==> config.mk <==
export PLATFORM = sky130hd
export DESIGN_NAME = axi_lite_master_arbiter_flat
export DESIGN_NICKNAME = d
export VERILOG_FILES = /design/src/rtl/axi_lite_master_arbiter_if.sv /design/src/rtl/axi_lite_master_arbiter.sv /design/src/flat_wrapper.sv
export SDC_FILE = /design/constraint.sdc
export NUM_CORES = 1
export LEC_CHECK = 0
export CORE_UTILIZATION = 38
export CTS_CLUSTER_SIZE = 8
export DETAILED_ROUTE_END_ITERATION = 10
export PLACE_DENSITY = 0.9
export SETUP_SLACK_MARGIN = 0.3
export SYNTH_ARGS = -nofsm -noshare
export SYNTH_HDL_FRONTEND = slang
export SYNTH_SLANG_ARGS = --single-unit
==> constraint.sdc <==
create_clock -name ACLK -period 1.5 [get_ports ACLK]
set_input_delay 0.15 -clock ACLK [delete_from_list [all_inputs] [get_ports ACLK]]
set_output_delay 0.15 -clock ACLK [all_outputs]
set_load 0.05 [all_outputs]
==> src/rtl/axi_lite_master_arbiter_if.sv <==
// AXI4-Lite channel bundle between axi_lite_master_arbiter (master) and the
// shared register slave.
interface axi_lite_master_arbiter_if #(
  parameter int ADDR_W = 4,
  parameter int DATA_W = 32
);
  logic [ADDR_W-1:0] AWADDR;
  logic              AWVALID;
  logic              AWREADY;
  logic [DATA_W-1:0] WDATA;
  logic              WVALID;
  logic              WREADY;
  logic [1:0]        BRESP;
  logic              BVALID;
  logic              BREADY;
  logic [ADDR_W-1:0] ARADDR;
  logic              ARVALID;
  logic              ARREADY;
  logic [DATA_W-1:0] RDATA;
  logic [1:0]        RRESP;
  logic              RVALID;
  logic              RREADY;

  modport master (
    output AWADDR, AWVALID, WDATA, WVALID, BREADY, ARADDR, ARVALID, RREADY,
    input  AWREADY, WREADY, BRESP, BVALID, ARREADY, RDATA, RRESP, RVALID
  );

  modport slave (
    input  AWADDR, AWVALID, WDATA, WVALID, BREADY, ARADDR, ARVALID, RREADY,
    output AWREADY, WREADY, BRESP, BVALID, ARREADY, RDATA, RRESP, RVALID
  );
endinterface

==> src/rtl/axi_lite_master_arbiter.sv <==
// Round-robin sharing of one AXI4-Lite master port between two command requesters,
// one transaction in flight. Define ARB_STATS_EN to add per-requester/error counters.
module axi_lite_master_arbiter #(
  parameter int ADDR_W = 4,
  parameter int DATA_W = 32
`ifdef ARB_STATS_EN
  , parameter int CNT_W = 16
`endif
) (
  input  logic              ACLK,
  input  logic              ARESETn,
  input  logic [1:0]        req,
  input  logic [1:0]        we,
  input  logic [ADDR_W-1:0] addr0,
  input  logic [ADDR_W-1:0] addr1,
  input  logic [DATA_W-1:0] wdata0,
  input  logic [DATA_W-1:0] wdata1,
  output logic [1:0]        ack,
  output logic [DATA_W-1:0] rdata,
  output logic [1:0]        resp,
`ifdef ARB_STATS_EN
  output logic [CNT_W-1:0]  cnt0,
  output logic [CNT_W-1:0]  cnt1,
  output logic [CNT_W-1:0]  err_cnt,
`endif
  axi_lite_master_arbiter_if.master axi
);

  typedef enum logic [2:0] {
    IDLE, WR_ADDR, WR_RESP, RD_ADDR, RD_DATA, DONE
  } state_t;

  state_t            state;
  state_t            state_nxt;
  logic              owner;
  logic              last_grant;
  logic              grant;
  logic              start;
  logic              aw_done;
  logic              w_done;
  logic              aw_fire;
  logic              w_fire;
  logic [ADDR_W-1:0] addr_q;
  logic [DATA_W-1:0] wdata_q;

  // A lone request wins outright; a tie goes to whoever was not served last.
  assign grant   = (req == 2'b10) ? 1'b1 :
                   (req == 2'b01) ? 1'b0 : ~last_grant;
  assign start   = (state == IDLE) && (req != 2'b00);
  assign aw_fire = (state == WR_ADDR) && !aw_done && axi.AWREADY;
  assign w_fire  = (state == WR_ADDR) && !w_done && axi.WREADY;

  assign axi.AWADDR = addr_q;
  assign axi.ARADDR = addr_q;
  assign axi.WDATA  = wdata_q;

  always_ff @(posedge ACLK) begin
    if (!ARESETn) state <= IDLE;
    else          state <= state_nxt;
  end

  always_comb begin
    state_nxt   = state;
    ack         = 2'b00;
    axi.AWVALID = 1'b0;
    axi.WVALID  = 1'b0;
    axi.BREADY  = 1'b0;
    axi.ARVALID = 1'b0;
    axi.RREADY  = 1'b0;
    case (state)
      IDLE: begin
        if (req != 2'b00) state_nxt = we[grant] ? WR_ADDR : RD_ADDR;
      end
      WR_ADDR: begin
        axi.AWVALID = !aw_done;
        axi.WVALID  = !w_done;
        if ((aw_done || aw_fire) && (w_done || w_fire)) state_nxt = WR_RESP;
      end
      WR_RESP: begin
        // BREADY is already high on entry so a one-cycle BVALID pulse is never missed.
        axi.BREADY = 1'b1;
        if (axi.BVALID) state_nxt = DONE;
      end
      RD_ADDR: begin
        axi.ARVALID = 1'b1;
        if (axi.ARREADY) state_nxt = RD_DATA;
      end
      RD_DATA: begin
        axi.RREADY = 1'b1;
        if (axi.RVALID) state_nxt = DONE;
      end
      DONE: begin
        ack[owner] = 1'b1;
        state_nxt  = IDLE;
      end
      default: state_nxt = IDLE;
    endcase
  end

  always_ff @(posedge ACLK) begin
    if (!ARESETn) begin
      owner      <= 1'b0;
      last_grant <= 1'b1;
      addr_q     <= '0;
      wdata_q    <= '0;
      aw_done    <= 1'b0;
      w_done     <= 1'b0;
      rdata      <= '0;
      resp       <= 2'b00;
    end else begin
      if (start) begin
        owner      <= grant;
        last_grant <= grant;
        addr_q     <= grant ? addr1 : addr0;
        wdata_q    <= grant ? wdata1 : wdata0;
        aw_done    <= 1'b0;
        w_done     <= 1'b0;
      end
      if (aw_fire) aw_done <= 1'b1;
      if (w_fire)  w_done  <= 1'b1;
      if ((state == WR_RESP) && axi.BVALID) resp <= axi.BRESP;
      if ((state == RD_DATA) && axi.RVALID) begin
        rdata <= axi.RDATA;
        resp  <= axi.RRESP;
      end
    end
  end

`ifdef ARB_STATS_EN
  // Counters stick at all-ones rather than wrapping.
  always_ff @(posedge ACLK) begin
    if (!ARESETn) begin
      cnt0    <= '0;
      cnt1    <= '0;
      err_cnt <= '0;
    end else if (state == DONE) begin
      if (!owner && (cnt0 != '1)) cnt0 <= cnt0 + CNT_W'(1);
      if (owner && (cnt1 != '1))  cnt1 <= cnt1 + CNT_W'(1);
      if ((resp != 2'b00) && (err_cnt != '1)) err_cnt <= err_cnt + CNT_W'(1);
    end
  end
`endif

endmodule

==> src/flat_wrapper.sv <==
// flat-port wrapper written by rule: the top's interface ports become plain ports
module axi_lite_master_arbiter_flat 
#(
  parameter int ADDR_W = 4,
  parameter int DATA_W = 32

)
  (ACLK, ARESETn, req, we, addr0, addr1, wdata0, wdata1, ack, rdata, resp, axi_AWADDR, axi_AWVALID, axi_WDATA, axi_WVALID, axi_BREADY, axi_ARADDR, axi_ARVALID, axi_RREADY, axi_AWREADY, axi_WREADY, axi_BRESP, axi_BVALID, axi_ARREADY, axi_RDATA, axi_RRESP, axi_RVALID);
  axi_lite_master_arbiter_if #(.ADDR_W(ADDR_W), .DATA_W(DATA_W)) axi_i ();
  input  logic ACLK;
  input  logic ARESETn;
  input  logic [1:0] req;
  input  logic [1:0] we;
  input  logic [ADDR_W-1:0] addr0;
  input  logic [ADDR_W-1:0] addr1;
  input  logic [DATA_W-1:0] wdata0;
  input  logic [DATA_W-1:0] wdata1;
  output logic [1:0] ack;
  output logic [DATA_W-1:0] rdata;
  output logic [1:0] resp;
  output wire logic [$bits(axi_i.AWADDR)-1:0] axi_AWADDR;
  output wire logic [$bits(axi_i.AWVALID)-1:0] axi_AWVALID;
  output wire logic [$bits(axi_i.WDATA)-1:0] axi_WDATA;
  output wire logic [$bits(axi_i.WVALID)-1:0] axi_WVALID;
  output wire logic [$bits(axi_i.BREADY)-1:0] axi_BREADY;
  output wire logic [$bits(axi_i.ARADDR)-1:0] axi_ARADDR;
  output wire logic [$bits(axi_i.ARVALID)-1:0] axi_ARVALID;
  output wire logic [$bits(axi_i.RREADY)-1:0] axi_RREADY;
  input wire logic [$bits(axi_i.AWREADY)-1:0] axi_AWREADY;
  input wire logic [$bits(axi_i.WREADY)-1:0] axi_WREADY;
  input wire logic [$bits(axi_i.BRESP)-1:0] axi_BRESP;
  input wire logic [$bits(axi_i.BVALID)-1:0] axi_BVALID;
  input wire logic [$bits(axi_i.ARREADY)-1:0] axi_ARREADY;
  input wire logic [$bits(axi_i.RDATA)-1:0] axi_RDATA;
  input wire logic [$bits(axi_i.RRESP)-1:0] axi_RRESP;
  input wire logic [$bits(axi_i.RVALID)-1:0] axi_RVALID;
  assign axi_AWADDR = axi_i.AWADDR;
  assign axi_AWVALID = axi_i.AWVALID;
  assign axi_WDATA = axi_i.WDATA;
  assign axi_WVALID = axi_i.WVALID;
  assign axi_BREADY = axi_i.BREADY;
  assign axi_ARADDR = axi_i.ARADDR;
  assign axi_ARVALID = axi_i.ARVALID;
  assign axi_RREADY = axi_i.RREADY;
  assign axi_i.AWREADY = axi_AWREADY;
  assign axi_i.WREADY = axi_WREADY;
  assign axi_i.BRESP = axi_BRESP;
  assign axi_i.BVALID = axi_BVALID;
  assign axi_i.ARREADY = axi_ARREADY;
  assign axi_i.RDATA = axi_RDATA;
  assign axi_i.RRESP = axi_RRESP;
  assign axi_i.RVALID = axi_RVALID;
  axi_lite_master_arbiter #(.ADDR_W(ADDR_W), .DATA_W(DATA_W)) u_core (.ACLK(ACLK), .ARESETn(ARESETn), .req(req), .we(we), .addr0(addr0), .addr1(addr1), .wdata0(wdata0), .wdata1(wdata1), .ack(ack), .rdata(rdata), .resp(resp), .axi(axi_i));
endmodule
==> impl_metrics.ini <==
[sta]
hold_violations = 0
maxSlewViolCount = 0
slew_headroom_pct = 72.6
setup_viol = 36
min_period_ns = 1.60
rsz0062_at_grt = yes
setup_ws_ns = -0.101
fmax_mhz = 625
final.setup_skew_ns = 0.0128
period_share_pct = 107
tightest_slew_ns = 0.410

[clocking]
clk_latency_ns = 0.35
cts_hold_buf = 0
htreeDepth = 3
cts_made_buffers = 9
cts.path.max_buffers = 2
cts_sinks = 77
path_clk_slew_ns = 0.08
cts_root_buf = clkbuf_8
cts_tree = done

[synthesis]
synth-simple-area-share_pct = 13.7
async_flop_share_pct = 0
yosysSeqAreaShare_pct = 46.1
muxShareOfSynthArea_pct = 11.4
synthAdderAreaFrac_pct = 0
ys_ff_latch = 77
synth_compound_area_share_pct = 22.0
yosys.area_share.xor_xnor_pct = 0
synth_area_um2 = 3340
synth_top_family_by_area = compound AO/OA/AOI/OAI gates
synth_nets = 496
syn_inst = 377
synth_cell_types = 36
ys.flop_type = dfxtp_1
synth_area_per_cell_um2 = 8.87
synth_edf_count = 0
yosysWarningCount = 0

[hold_path]
holdCritPathClass = in2reg

[die]
start_util_pct = 39.9
fp.dieArea_um2 = 9180
fp.dieW_um = 95.8
die_height_um = 95.8
core_area_um2 = 8380
rows = 33
ioPinCount = 200

[placement]
hpwlAfterDp_mm = 7.37
place_inst = 662
portBuffers = 199
gp_congestion = 0.848
placed_cell_area_um2 = 5380

[cells_and_area]
design_area_um2 = 7370
final_util_pct = 87.9
finalNonFillerCells = 725
drive_gt1_share_pct = 52.7
num_antenna_cells = 0
area_growth_pct = 120
fillers = 340
nets = 735

[drt]
wl_mm = 16.0
num_vias = 4001
ant_nets = 0
drt_iter0_markers = 110
dr.pass1.iters = 4
via_per_inst = 5.52
drc = 0
wl_per_cell_um = 22.1

[global_routing]
grt_pass1_wl_mm = 21.0
first_global_vias = 4066
overflow = 0
antenna_found_initial = 0
grt_max_degree = 80
gr-usage-all-layers_pct = 31.1

[run_status]
status = finished with violations
violations = negative setup slack

[setup_path]
path_class = reg2reg
crit_path_start_kind = flip-flop
critical_path_arrival_ns = 1.86
cp-end-kind = flip-flop
worst-path-max-fanout = 6
required_ns = 1.76

[pwr]
ir_drop_uv = 1620
power_density_nw_per_um2 = 2020
power_uw = 14900
p_leak_uw = 0.00306

[job]
maxCapViolations = 0
## where the power goes
part	switching (uW)	internal, uW
sequential	568	2610
combinational	5150	4560
clock	783	1190
total	6500	8360
## critical path, stage by stage, from the launching register on
cell and delay [ns]:
dfxtp_4 0.35, buf_8 0.13, buf_6 0.12, nor3_4 0.26, buf_6 0.18, buf_12 0.11
buf_16 0.12, o21ai_2 0.05, a21oi_1 0.19
## metal layers
| layer | GRT usage [%] | up-vias | part of all wire [%] |
|---|---|---|---|
| met5 | 0 | - | 0 |
| met4 | 14.8 | 0 | 4.4 |
| met3 | 9.00 | 61 | 7.2 |
| met2 | 56.7 | 219 | 52 |
| met1 | 32.7 | 1928 | 37 |
| li1 | - | 1793 | - |
## metrics by stage
| step | setup slack [ns] | TNS, ns | hold slack, ns |
|---|---|---|---|
| floorplan | -0.176 | -5.31 | 0.285 |
| global placement | -0.110 | -3.59 | 0.438 |
| detailed placement | -0.194 | -6.26 | 0.447 |
| CTS | -0.00253 | -0.00253 | 0.306 |
| global route | -0.159 | -5.08 | 0.349 |
| finish | -0.101 | -1.62 | 0.332 |
## final timing paths
| check | from | slack [ns] | endpoint | cells after the start |
|---|---|---|---|---|
| min reg2reg | u_core.rdata[15] | 0.47 | u_core.rdata[15] | 2 |
| max reg2reg | u_core.state[1] | -0.10 | u_core.axi.WDATA[7] | 8 |
| max | u_core.state[1] | -0.10 | u_core.axi.WDATA[7] | 8 |
| min | ARESETn | 0.33 | u_core.axi.WDATA[18] | 4 |
## final cells by class
| cell class | instances | area (um2) | share of cell area (%) |
|---|---|---|---|
| clock buffers | 11 | 151 | 2.05 |
| clock inverters | 4 | 95.1 | 1.29 |
| inverters | 3 | 15.0 | 0.204 |
| multi-input cells | 262 | 2410 | 32.7 |
| flip-flops and latches | 77 | 1550 | 21.0 |
| well taps | 105 | 131 | 1.78 |
| repair buffers | 263 | 3020 | 40.9 |
## cell usage after synthesis, drive strengths merged (2+ instances only)
cell type / count / area (um2)
a21boi: 34 / 255
a21oi: 39 / 195
a31oi: 2 / 12.5
buf: 21 / 164
clkbuf: 14 / 53.8
dfxtp: 77 / 1540
inv: 3 / 11.3
mux2i: 38 / 380
nand2: 75 / 282
nand2b: 4 / 25.0
nand3b: 3 / 22.5
nand4b: 2 / 17.5
nor2: 5 / 18.8
nor2b: 2 / 12.5
o21ai: 40 / 200
o21bai: 2 / 15.0
or3: 2 / 12.5
## cells by family after synthesis
logic type / Yosys count
buffers and inverters: 38
muxes: 38
AOI/OAI and AO/OA: 124
and+or+nand+nor: 100
DFF: 77
## registers in the layout, indices dropped and copies added, names as in the netlist
register / count
u_core.axi.ARADDR: 4
u_core.aw_done: 1
u_core.axi.WDATA: 32
u_core.resp: 2
u_core.rdata: 32
u_core.state: 3
u_core.last_grant: 1
u_core.w_done: 1
u_core.owner: 1
## layout by cell type (no fill, tap or decap), types with 2 or more instances in the layout
| cell | Yosys | layout |
|---|---|---|
| a21boi_1 | 28 | 10 |
| a21boi_2 | 0 | 24 |
| a21oi_1 | 39 | 5 |
| a21oi_2 | 0 | 31 |
| a21oi_4 | 0 | 3 |
| a31oi_1 | 2 | 2 |
| buf_12 | 0 | 21 |
| buf_16 | 0 | 18 |
| buf_4 | 11 | 83 |
| buf_6 | 5 | 19 |
| buf_8 | 0 | 2 |
| bufinv_16 | 0 | 3 |
| clkbuf_8 | 0 | 11 |
| clkdlybuf4s50_1 | 0 | 117 |
| dfxtp_1 | 77 | 74 |
| dfxtp_4 | 0 | 2 |
| inv_1 | 3 | 2 |
| mux2i_1 | 38 | 36 |
| mux2i_2 | 0 | 2 |
| nand2_1 | 75 | 17 |
| nand2_2 | 0 | 24 |
| nand2_4 | 0 | 33 |
| nand2b_1 | 4 | 4 |
| nand3b_1 | 3 | 3 |
| nand4b_1 | 2 | 2 |
| nor2_4 | 0 | 4 |
| o21ai_0 | 38 | 2 |
| o21ai_1 | 2 | 10 |
| o21ai_2 | 0 | 21 |
| o21ai_4 | 0 | 7 |
| o21bai_4 | 0 | 2 |
## timing repair
item                                    CTS  global route
gates cloned                             19             1
gates resized for setup                 213            73
endpoints found under the setup margin   84            84
buffers inserted                         24             4
pin swaps                                84            33
hold endpoints to repair                  0             0
Power figures use the tool's default switching activity.
